**config.mk**
```make
export PLATFORM = sky130hd
export DESIGN_NAME = uart_fifo_transceiver
export DESIGN_NICKNAME = d
export VERILOG_FILES = /design/src/rtl/uart_fifo_transceiver.sv
export SDC_FILE = /design/constraint.sdc
export NUM_CORES = 1
export LEC_CHECK = 0
export ABC_AREA = 1
export CAP_MARGIN = 10
export CELL_PAD_IN_SITES_DETAIL_PLACEMENT = 2
export CELL_PAD_IN_SITES_GLOBAL_PLACEMENT = 2
export CORE_ASPECT_RATIO = 1.25
export CORE_MARGIN = 4
export CORE_UTILIZATION = 46
export CTS_BUF_LIST = sky130_fd_sc_hd__clkbuf_8
export DETAILED_ROUTE_END_ITERATION = 6
export HOLD_SLACK_MARGIN = 0.1
export PLACE_DENSITY_LB_ADDON = 0.1
export SLEW_MARGIN = 10
export SYNTH_ARGS = -nofsm -noshare
export SYNTH_HDL_FRONTEND = slang
export SYNTH_HIERARCHICAL = 1
export SYNTH_SLANG_ARGS = --single-unit
```
**constraint.sdc**
```tcl
create_clock -name uart_clk -period 7.05 [get_ports uart_clk]
set_input_delay 1.0575 -clock uart_clk [delete_from_list [all_inputs] [get_ports uart_clk]]
set_output_delay 1.0575 -clock uart_clk [all_outputs]
set_load 0.005 [all_outputs]
```
**src/rtl/uart_fifo_transceiver.sv**
```systemverilog
// uart_fifo_transceiver: full-duplex UART with TX and RX FIFOs in one clock domain.
// Define UART_PARITY_EN to append and check an even parity bit on both paths.

module uart_sync_fifo #(
  parameter int WIDTH            = 8,
  parameter int DEPTH            = 16,
  parameter bit PUSH_THROUGH_POP = 1'b0
) (
  input  logic                   clk,
  input  logic                   rst_n,
  input  logic                   push,
  input  logic [WIDTH-1:0]       push_data,
  input  logic                   pop,
  output logic [WIDTH-1:0]       head,
  output logic                   full,
  output logic                   empty,
  output logic [$clog2(DEPTH):0] level
);
  localparam int AW = $clog2(DEPTH);
  localparam logic [AW:0] FULL_LEVEL = (AW+1)'(DEPTH);

  logic [WIDTH-1:0] mem [DEPTH];
  logic [AW-1:0]    wr_ptr;
  logic [AW-1:0]    rd_ptr;
  logic             push_ok;
  logic             pop_ok;

  assign full    = (level == FULL_LEVEL);
  assign empty   = (level == '0);
  assign pop_ok  = pop && !empty;
  // With PUSH_THROUGH_POP a full FIFO still accepts a push when a pop frees a slot in the same cycle
  assign push_ok = push && (!full || (PUSH_THROUGH_POP && pop_ok));
  assign head    = empty ? '0 : mem[rd_ptr];

  always_ff @(posedge clk) begin
    if (push_ok) mem[wr_ptr] <= push_data;
  end

  always_ff @(posedge clk or negedge rst_n) begin
    if (!rst_n) begin
      wr_ptr <= '0;
      rd_ptr <= '0;
      level  <= '0;
    end else begin
      if (push_ok) wr_ptr <= wr_ptr + 1'b1;
      if (pop_ok)  rd_ptr <= rd_ptr + 1'b1;
      if (push_ok && !pop_ok)      level <= level + 1'b1;
      else if (!push_ok && pop_ok) level <= level - 1'b1;
    end
  end
endmodule

module uart_fifo_transceiver #(
  parameter logic [31:0] CLK_FREQ  = 32'd50_000_000,
  parameter logic [31:0] UART_BAUD = 32'd115200,
  parameter int          DATA_BITS = 8,
  parameter int          TX_DEPTH  = 16,
  parameter int          RX_DEPTH  = 16
) (
  input  logic                      uart_clk,
  input  logic                      reset_n,
  input  logic                      tx_fifo_req,
  input  logic [DATA_BITS-1:0]      tx_fifo_data,
  output logic                      tx_fifo_full,
  output logic [$clog2(TX_DEPTH):0] tx_fifo_level,
  output logic                      tx_busy,
  input  logic                      rx_fifo_req,
  output logic [DATA_BITS-1:0]      rx_fifo_data,
  output logic                      rx_fifo_empty,
  output logic [$clog2(RX_DEPTH):0] rx_fifo_level,
  output logic                      rx_overflow,
  output logic                      rx_frame_err,
  output logic                      rx_parity_err,
  input  logic                      uart_rx_path,
  output logic                      uart_tx_path
);
  localparam int BAUD_DIV = int'(CLK_FREQ / UART_BAUD);
  localparam int CW       = $clog2(BAUD_DIV);
  localparam int BW       = $clog2(DATA_BITS);
  localparam logic [CW-1:0] BIT_LAST  = CW'(BAUD_DIV - 1);
  localparam logic [CW-1:0] HALF_LAST = CW'(BAUD_DIV / 2 - 1);
  localparam logic [BW-1:0] DATA_LAST = BW'(DATA_BITS - 1);

  typedef enum logic [2:0] {TX_IDLE, TX_START, TX_DATA, TX_PARITY, TX_STOP} tx_state_t;
  typedef enum logic [2:0] {RX_IDLE, RX_START, RX_DATA, RX_PARITY, RX_STOP} rx_state_t;

  tx_state_t             tx_state;
  logic [CW-1:0]         tx_cnt;
  logic [BW-1:0]         tx_idx;
  logic [DATA_BITS-1:0]  tx_shift;
  logic [DATA_BITS-1:0]  tx_head;
  logic                  tx_empty;
  logic                  tx_pop;

  rx_state_t             rx_state;
  logic [CW-1:0]         rx_cnt;
  logic [BW-1:0]         rx_idx;
  logic [DATA_BITS-1:0]  rx_shift;
  logic [2:0]            rx_sync;
  logic                  rx_bit;
  logic                  rx_fall;
  logic                  rx_full;
  logic                  rx_stop_hit;
  logic                  rx_good;
  logic                  rx_pop_ok;
`ifdef UART_PARITY_EN
  logic                  tx_par;
  logic                  rx_par_bad;
`endif

  uart_sync_fifo #(.WIDTH(DATA_BITS), .DEPTH(TX_DEPTH), .PUSH_THROUGH_POP(1'b0)) u_tx_fifo (
    .clk(uart_clk), .rst_n(reset_n), .push(tx_fifo_req), .push_data(tx_fifo_data),
    .pop(tx_pop), .head(tx_head), .full(tx_fifo_full), .empty(tx_empty), .level(tx_fifo_level)
  );

  uart_sync_fifo #(.WIDTH(DATA_BITS), .DEPTH(RX_DEPTH), .PUSH_THROUGH_POP(1'b1)) u_rx_fifo (
    .clk(uart_clk), .rst_n(reset_n), .push(rx_good), .push_data(rx_shift),
    .pop(rx_fifo_req), .head(rx_fifo_data), .full(rx_full), .empty(rx_fifo_empty),
    .level(rx_fifo_level)
  );

  // A new byte is taken either from idle or at the last stop-bit cycle, so frames run back to back
  assign tx_pop  = !tx_empty &&
                   ((tx_state == TX_IDLE) || ((tx_state == TX_STOP) && (tx_cnt == BIT_LAST)));
  assign tx_busy = (tx_state != TX_IDLE) || !tx_empty;

  always_ff @(posedge uart_clk or negedge reset_n) begin
    if (!reset_n) begin
      tx_state     <= TX_IDLE;
      tx_cnt       <= '0;
      tx_idx       <= '0;
      tx_shift     <= '0;
      uart_tx_path <= 1'b1;
`ifdef UART_PARITY_EN
      tx_par       <= 1'b0;
`endif
    end else begin
      case (tx_state)
        TX_IDLE: begin
          if (tx_pop) begin
            tx_shift     <= tx_head;
`ifdef UART_PARITY_EN
            tx_par       <= ^tx_head;
`endif
            tx_cnt       <= '0;
            uart_tx_path <= 1'b0;
            tx_state     <= TX_START;
          end
        end
        TX_START: begin
          if (tx_cnt == BIT_LAST) begin
            tx_cnt       <= '0;
            tx_idx       <= '0;
            uart_tx_path <= tx_shift[0];
            tx_shift     <= tx_shift >> 1;
            tx_state     <= TX_DATA;
          end else begin
            tx_cnt <= tx_cnt + 1'b1;
          end
        end
        TX_DATA: begin
          if (tx_cnt == BIT_LAST) begin
            tx_cnt <= '0;
            if (tx_idx == DATA_LAST) begin
`ifdef UART_PARITY_EN
              uart_tx_path <= tx_par;
              tx_state     <= TX_PARITY;
`else
              uart_tx_path <= 1'b1;
              tx_state     <= TX_STOP;
`endif
            end else begin
              tx_idx       <= tx_idx + 1'b1;
              uart_tx_path <= tx_shift[0];
              tx_shift     <= tx_shift >> 1;
            end
          end else begin
            tx_cnt <= tx_cnt + 1'b1;
          end
        end
        TX_PARITY: begin
          if (tx_cnt == BIT_LAST) begin
            tx_cnt       <= '0;
            uart_tx_path <= 1'b1;
            tx_state     <= TX_STOP;
          end else begin
            tx_cnt <= tx_cnt + 1'b1;
          end
        end
        TX_STOP: begin
          if (tx_cnt == BIT_LAST) begin
            tx_cnt <= '0;
            if (tx_pop) begin
              tx_shift     <= tx_head;
`ifdef UART_PARITY_EN
              tx_par       <= ^tx_head;
`endif
              uart_tx_path <= 1'b0;
              tx_state     <= TX_START;
            end else begin
              tx_state <= TX_IDLE;
            end
          end else begin
            tx_cnt <= tx_cnt + 1'b1;
          end
        end
        default: tx_state <= TX_IDLE;
      endcase
    end
  end

  // Two synchroniser stages plus one history stage for falling-edge detection
  always_ff @(posedge uart_clk or negedge reset_n) begin
    if (!reset_n) rx_sync <= 3'b111;
    else          rx_sync <= {rx_sync[1:0], uart_rx_path};
  end

  assign rx_bit      = rx_sync[1];
  assign rx_fall     = rx_sync[2] && !rx_sync[1];
  assign rx_stop_hit = (rx_state == RX_STOP) && (rx_cnt == BIT_LAST);
  assign rx_pop_ok   = rx_fifo_req && !rx_fifo_empty;
`ifdef UART_PARITY_EN
  assign rx_good     = rx_stop_hit && rx_bit && !rx_par_bad;
`else
  assign rx_good     = rx_stop_hit && rx_bit;
  assign rx_parity_err = 1'b0;
`endif

  always_ff @(posedge uart_clk or negedge reset_n) begin
    if (!reset_n) begin
      rx_state      <= RX_IDLE;
      rx_cnt        <= '0;
      rx_idx        <= '0;
      rx_shift      <= '0;
      rx_overflow   <= 1'b0;
      rx_frame_err  <= 1'b0;
`ifdef UART_PARITY_EN
      rx_par_bad    <= 1'b0;
      rx_parity_err <= 1'b0;
`endif
    end else begin
      rx_frame_err  <= rx_stop_hit && !rx_bit;
      rx_overflow   <= rx_good && rx_full && !rx_pop_ok;
`ifdef UART_PARITY_EN
      rx_parity_err <= rx_stop_hit && rx_bit && rx_par_bad;
`endif
      case (rx_state)
        RX_IDLE: begin
          if (rx_fall) begin
            rx_cnt   <= '0;
            rx_state <= RX_START;
          end
        end
        RX_START: begin
          if (rx_cnt == HALF_LAST) begin
            rx_cnt   <= '0;
            rx_idx   <= '0;
            rx_state <= rx_bit ? RX_IDLE : RX_DATA;
          end else begin
            rx_cnt <= rx_cnt + 1'b1;
          end
        end
        RX_DATA: begin
          if (rx_cnt == BIT_LAST) begin
            rx_cnt   <= '0;
            rx_shift <= {rx_bit, rx_shift[DATA_BITS-1:1]};
            if (rx_idx == DATA_LAST) begin
`ifdef UART_PARITY_EN
              rx_state <= RX_PARITY;
`else
              rx_state <= RX_STOP;
`endif
            end else begin
              rx_idx <= rx_idx + 1'b1;
            end
          end else begin
            rx_cnt <= rx_cnt + 1'b1;
          end
        end
        RX_PARITY: begin
          if (rx_cnt == BIT_LAST) begin
            rx_cnt     <= '0;
`ifdef UART_PARITY_EN
            rx_par_bad <= (^rx_shift) ^ rx_bit;
`endif
            rx_state   <= RX_STOP;
          end else begin
            rx_cnt <= rx_cnt + 1'b1;
          end
        end
        RX_STOP: begin
          if (rx_cnt == BIT_LAST) begin
            rx_cnt   <= '0;
            rx_state <= RX_IDLE;
          end else begin
            rx_cnt <= rx_cnt + 1'b1;
          end
        end
        default: rx_state <= RX_IDLE;
      endcase
    end
  end
endmodule

```
# Word-level counts from Yosys, hierarchy flattened

Memory sizes are Yosys's and may differ from the RTL's.
Index checks and enable logic that the tools add are counted.

Input port bits: 13
Bits in read-only memories: 0
Bits in latches: 0
Word-level logic and storage cells: 167
Output and inout port bits: 25
Memories kept: 2
Bits in registers: 78
RAM bits: 256

Memory list:

| name          | depth | bits a word | read ports | clocked after memory_dff | write ports | line | RTL |
|---|---|---|---|---|---|---|---|
| u_rx_fifo.mem | 16    | 8           | 1          | 0                        | 1           | 22   | `logic [WIDTH-1:0] mem [DEPTH];` |
| u_tx_fifo.mem | 16    | 8           | 1          | 0                        | 1           | 22   |  |

Reduce and logical (&&, ||, !) cells: 52
Bitwise operators: 0
Equality and inequality tests: 29
Mux-type cells: 54
Shift-type cells: 0
Div/mod/pow operators: 0
Order comparisons: 0
Add/sub/neg operators: 12
Multiply operators: 0

Operators by type and width:

| cell                | count |
|---|---|
| $mux 8              | 7 |
| $mux 3              | 18 |
| $mux 9              | 5 |
| $pmux 8 s4          | 1 |
| $pmux 3 s5          | 2 |
| $pmux 9 s3          | 1 |
| $ne 2x2->1 const B  | 11 |
| $mux 5              | 4 |
| $add 9x1->9 const B | 2 |
| $eq 9x9->1 const B  | 2 |
| $pmux 9 s2          | 1 |
| $add 4x1->4 const B | 4 |
| $logic_and 1x1->1   | 16 |
| $eq 3x2->1 const B  | 4 |
| $eq 3x3->1 const B  | 4 |
| $pmux 3 s2          | 2 |
| $reduce_and 6->1    | 2 |
| $mux 1              | 11 |
| $add 5x1->5 const B | 2 |
| $eq 5x5->1 const B  | 2 |
| $logic_not 5->1     | 2 |
| $reduce_and 5->1    | 2 |
| $reduce_bool 2->1   | 5 |
| $sub 5x1->5 const B | 2 |
| other kinds (16)    | 35 |

# Logic depth before layout (Yosys ltp)

Depth after elaboration: 9
Depth in mapped cells: 18
Mapped depth without buffers: 18

# Modules after synthesis

Netlist, hierarchy kept.

By module, submodules not included:

| module                     | seq. area each (sq um) | cells each | area each (sq um) | times used |
|---|---|---|---|---|
| uart_sync_fifo (u_tx_fifo) | 4,169.0                | 537        | 6,049.6           | 1 |
| uart_sync_fifo (u_rx_fifo) | 4,169.0                | 530        | 6,009.5           | 1 |
| uart_fifo_transceiver      | 1,306.3                | 397        | 2,981.6           | 1 |

# Least setup slack after synthesis

Ideal clock, no wire load.

Path type: input -> register
From: input rx_fifo_req
To: register u_rx_fifo.level[4]
Stages: 13
Data required time: 6.985 ns
Path buffers: 0
Slack: 4.506 ns
Setup time: 0.065 ns
Arrival: 2.479 ns
Cell sequence: inv_1 -> nand2_1 -> nand2_2 -> inv_4 -> ha_1 -> inv_1 -> fa_1 -> nand2_1 -> nand2_1 -> a21oi_1 -> xor2_1 -> nand2_1 -> nand2_1

Longest elaborated chain between the ends: 6
Elaborated cells between the ends (all ways): 9
Those cells by class: 1 x mux; 8 x reduce/logical

RTL lines:

| element                     | line | RTL |
|---|---|---|
| from (decl)                 | 67   | `input logic rx_fifo_req,` |
| $logic_and 1x1->1 (*)       | 30   | `assign pop_ok = pop && !empty;` |
| $logic_or 1x1->1 (*)        | 32   | `assign push_ok = push && (!full \|\| (PUSH_THROUGH_POP && pop_ok));` |
| $logic_and 1x1->1 (*)       | 32   |  |
| named net u_rx_fifo.push_ok | 25   | `logic push_ok;` |
| $logic_not 1->1             | 48   | `else if (!push_ok && pop_ok) level <= level - 1'b1;` |
| $logic_and 1x1->1           | 48   |  |
| $reduce_bool 2->1 (no line) | n/a  |  |
| to (signal assigned)        | 47   | `if (push_ok && !pop_ok) level <= level + 1'b1;` |
| to (signal assigned)        | 48   |  |
| to (decl)                   | 17   | `output logic [$clog2(DEPTH):0] level` |

The timed path passes the listed nets; every way through them passes the cells marked *.
A chain may end at the register's enable or synchronous reset.

# Worst setup path after layout

From: register u_rx_fifo.rd_ptr[0]
To: output rx_fifo_data[7]

Longest elaborated chain between the ends: 2

RTL lines:

| element                | line | RTL |
|---|---|---|
| from (decl)            | 24   | `logic [AW-1:0] rd_ptr;` |
| from (signal assigned) | 46   | `if (pop_ok) rd_ptr <= rd_ptr + 1'b1;` |
| $mem_v2 16x8           | n/a  |  |
| $mux 8                 | 33   | `assign head = empty ? '0 : mem[rd_ptr];` |
| to (decl)              | 68   | `output logic [DATA_BITS-1:0] rx_fifo_data,` |

Every way passes these cells.

==> metrics.yaml <==
status:
  status: "finished clean"
setup_path:
  path_max_fanout: 67
  rr_endpoint: "u_rx_fifo/level[4]$_DFFE_PN0P_"
  cp.arrival_ps: 3680
  endpoint_kind: "output port"
  rr_worst_depth: 17
  cp.required_ps: 5990
  rr_startpoint: "rx_cnt[1]$_DFFE_PN0P_"
  rrSetupSlack_ps: 3980
  worstSetupEndpoint: "rx_fifo_data[7]"
  cp-start-kind: "flop"
  crit_start: "u_rx_fifo/rd_ptr[0]$_DFFE_PN0P_"
  worstSetupPathType: "flop to output port"
clock_tree:
  cts_buffer_depth: 3
  numClockSinks: 334
  cts_resized: 0
  cts_root_buf: "clkbuf_8"
  numCtsBuffers: 54
  hold_buffers: 0
  post_cts_buffers: 0
  clock_latency_ps: 620
  cts_tree: "done"
  clk_pin_slew_ps: 70
  htreeDepth: 2
sta:
  finalSetupTns_ps: 0
  finalMaxSlewViolations: 0
  fmax_mhz: 211
  rsz0062_at_grt: "no"
  worstMarginPinSlew_ps: 1170
  whs_ps: 354
  clock_skew_ps: 32.2
  post-route-min-period_ps: 4730
  finalHoldViolCount: 0
  setup_violations: 0
  finalCritPeriodShare_pct: 67.1
  relSlewSlack_pct: 21.6
power_and_ir_drop:
  powerDensity_nw_per_um2: 281
  p_leak_nw: 6.89
  peakVddDrop_mv: 0.192
global_route:
  grt-ovfl-total: 0
  grt_pass1_wl_um: 71800
  grt.total_usage_pct: 26.0
  grt_max_degree: 68
  antenna_found_initial: 0
  grt_pass1_vias: 12700
detailed_routing:
  vias: 11100
  antenna_left: 0
  drc: 0
  post_drt_wl_per_cell_um: 23.6
  via_per_inst: 5.64
  drt_wl_total_um: 46500
  drt-initial-drc-count: 656
  dr.pass1.iters: 5
floorplan:
  floorplan.die.height_um: 210
  die_width_um: 170
  num_io_pins: 38
  dieArea_um2: 35700
  fp-row-count: 73
  fp.coreArea_um2: 32100
  start_util_pct: 46.9
logic_synthesis:
  syn_nets: 1506
  synthArstFlopShare_pct: 23.4
  ys_ff_latch: 334
  synth_area_um2: 15000
  ys_warn_count: 6
  synth_common_cells: "nand2_1, edfxtp_1, nand3_1"
  seq_area_frac_synth_pct: 64.1
  avgSynthCellArea_um2: 10.3
  synth_area_leader_cell: "edfxtp_1"
  synth_most_common_cell: "nand2_1"
  synth.area.top_cells: "edfxtp_1, nand2_1, dfrtp_1, nand3_1, ha_1"
  yosys.area.top_type_share_pct: 51.1
  synth_cells: 1464
  synth-edff-count: 256
  synthDistinctLibCells: 37
  synthFlopType: "edfxtp_1"
placement:
  post-dp-hpwl_um: 29600
  gp_congestion: 0.782
  port_buffers: 36
cells_and_area:
  fin_util_pct: 52.6
  area_growth_syn_to_layout_pct: 12.1
  drive_above_1_share_pct: 10.9
  n_fill_cell: 3264
  fin_nets: 1551
  diodes: 0
job:
  maxCapViolCount: 0
worst_hold_path:
  hold_path_depth: 0
  hold_path_class: "flop to flop"
  holdCritStartpoint: "rx_sync[0]$_DFF_PN1_"
[flip-flops by register name, indices dropped and copies added (netlist names), 4 cells and up]
signal	cells
tx_cnt	9
u_tx_fifo/wr_ptr	4
rx_shift	8
tx_shift	8
rx_cnt	9
u_tx_fifo/level	5
u_tx_fifo/rd_ptr	4
u_tx_fifo/mem	128
u_rx_fifo/wr_ptr	4
u_rx_fifo/level	5
u_rx_fifo/mem	128
u_rx_fifo/rd_ptr	4
[layout make-up]
type	count	area, um2	area share [%]
Multi-Input combinational cell	987	4700	27.9
Inverter	87	329	1.95
Clock buffer	76	1050	6.20
Sequential cell	334	9650	57.2
Clock inverter	26	199	1.18
Tap cell	412	515	3.06
Timing Repair Buffer	45	425	2.52
[worst max-delay path, stage by stage, from the launching register on]
cell and delay, ps:
dfrtp_2 390, buf_4 330, inv_2 310, buf_4 540, nand2_1 160, nand3_1 110, nand3_1 110, nand2_1 130
nand2_1 70, a21oi_1 270, clkdlybuf4s50_1 550
[cells by family (layout without fill, tap and decap cells)]
kind of cell,after synthesis,count (layout),synth area share [%]
AND/OR/NAND/NOR,872,872,25.2
AO/OA/AOI/OAI,64,64,2.24
adder cells (fa/ha/maj),29,29,2.51
flip-flops,334,334,64.1
XOR/XNOR,21,21,1.22
other,1,1,0.0249
buffers and inverters,143,234,4.65
[worst min-delay path by stage]
stage and end:
2_1_floorplan rx_sync[1]$_DFF_PN1_, 3_3_place_gp rx_sync[1]$_DFF_PN1_, 3_5_place_dp rx_sync[1]$_DFF_PN1_, 4_1_cts u_rx_fifo/rd_ptr[0]$_DFFE_PN0P_, 5_1_grt rx_sync[1]$_DFF_PN1_, 6_report rx_sync[1]$_DFF_PN1_
[power breakdown]
part | internal (mW) | leakage, nW | total, mW | switching, mW
combinational | 0.167 | 2.58 | 0.554 | 0.387
clock | 1.07 | 0.681 | 1.88 | 0.813
sequential | 2.22 | 3.63 | 2.30 | 0.0799
total | 3.46 | 6.89 | 4.74 | 1.28
[placed cells by master (no fill, tap or decap), drive strengths merged, types with 4 or more instances in the layout]
| cell | instances |
|---|---|
| nand2 | 531 |
| edfxtp | 256 |
| nand3 | 238 |
| inv | 95 |
| clkbuf | 76 |
| nor2 | 75 |
| dfrtp | 74 |
| o21ai | 40 |
| clkdlybuf4s50 | 35 |
| ha | 27 |
| a21oi | 21 |
| xor2 | 18 |
| nor3 | 15 |
| clkinv | 15 |
| nand4 | 11 |
| buf | 10 |
| dfstp | 4 |
[stage by stage]
step / std cells / power [mW] / instance area, um2 / setup slack, ps
6_report: 1967 / 4.74 / 16900 / 2320
5_1_grt: 1967 / 4.95 / 16900 / 2130
4_1_cts: 1967 / 4.80 / 16900 / 2280
3_5_place_dp: 1865 / 2.88 / 15600 / 3080
3_3_place_gp: 1865 / 2.83 / 15600 / 3230
2_1_floorplan: 1464 / 2.65 / 15000 / 4510
[metal layers]
metal | track usage, % | share of wire (%)
met5 | 0 | 0
met4 | 10.3 | 3.8
met3 | 3.60 | 3.2
met2 | 49.9 | 55
met1 | 28.5 | 38
Power figures use the tool's default switching activity.
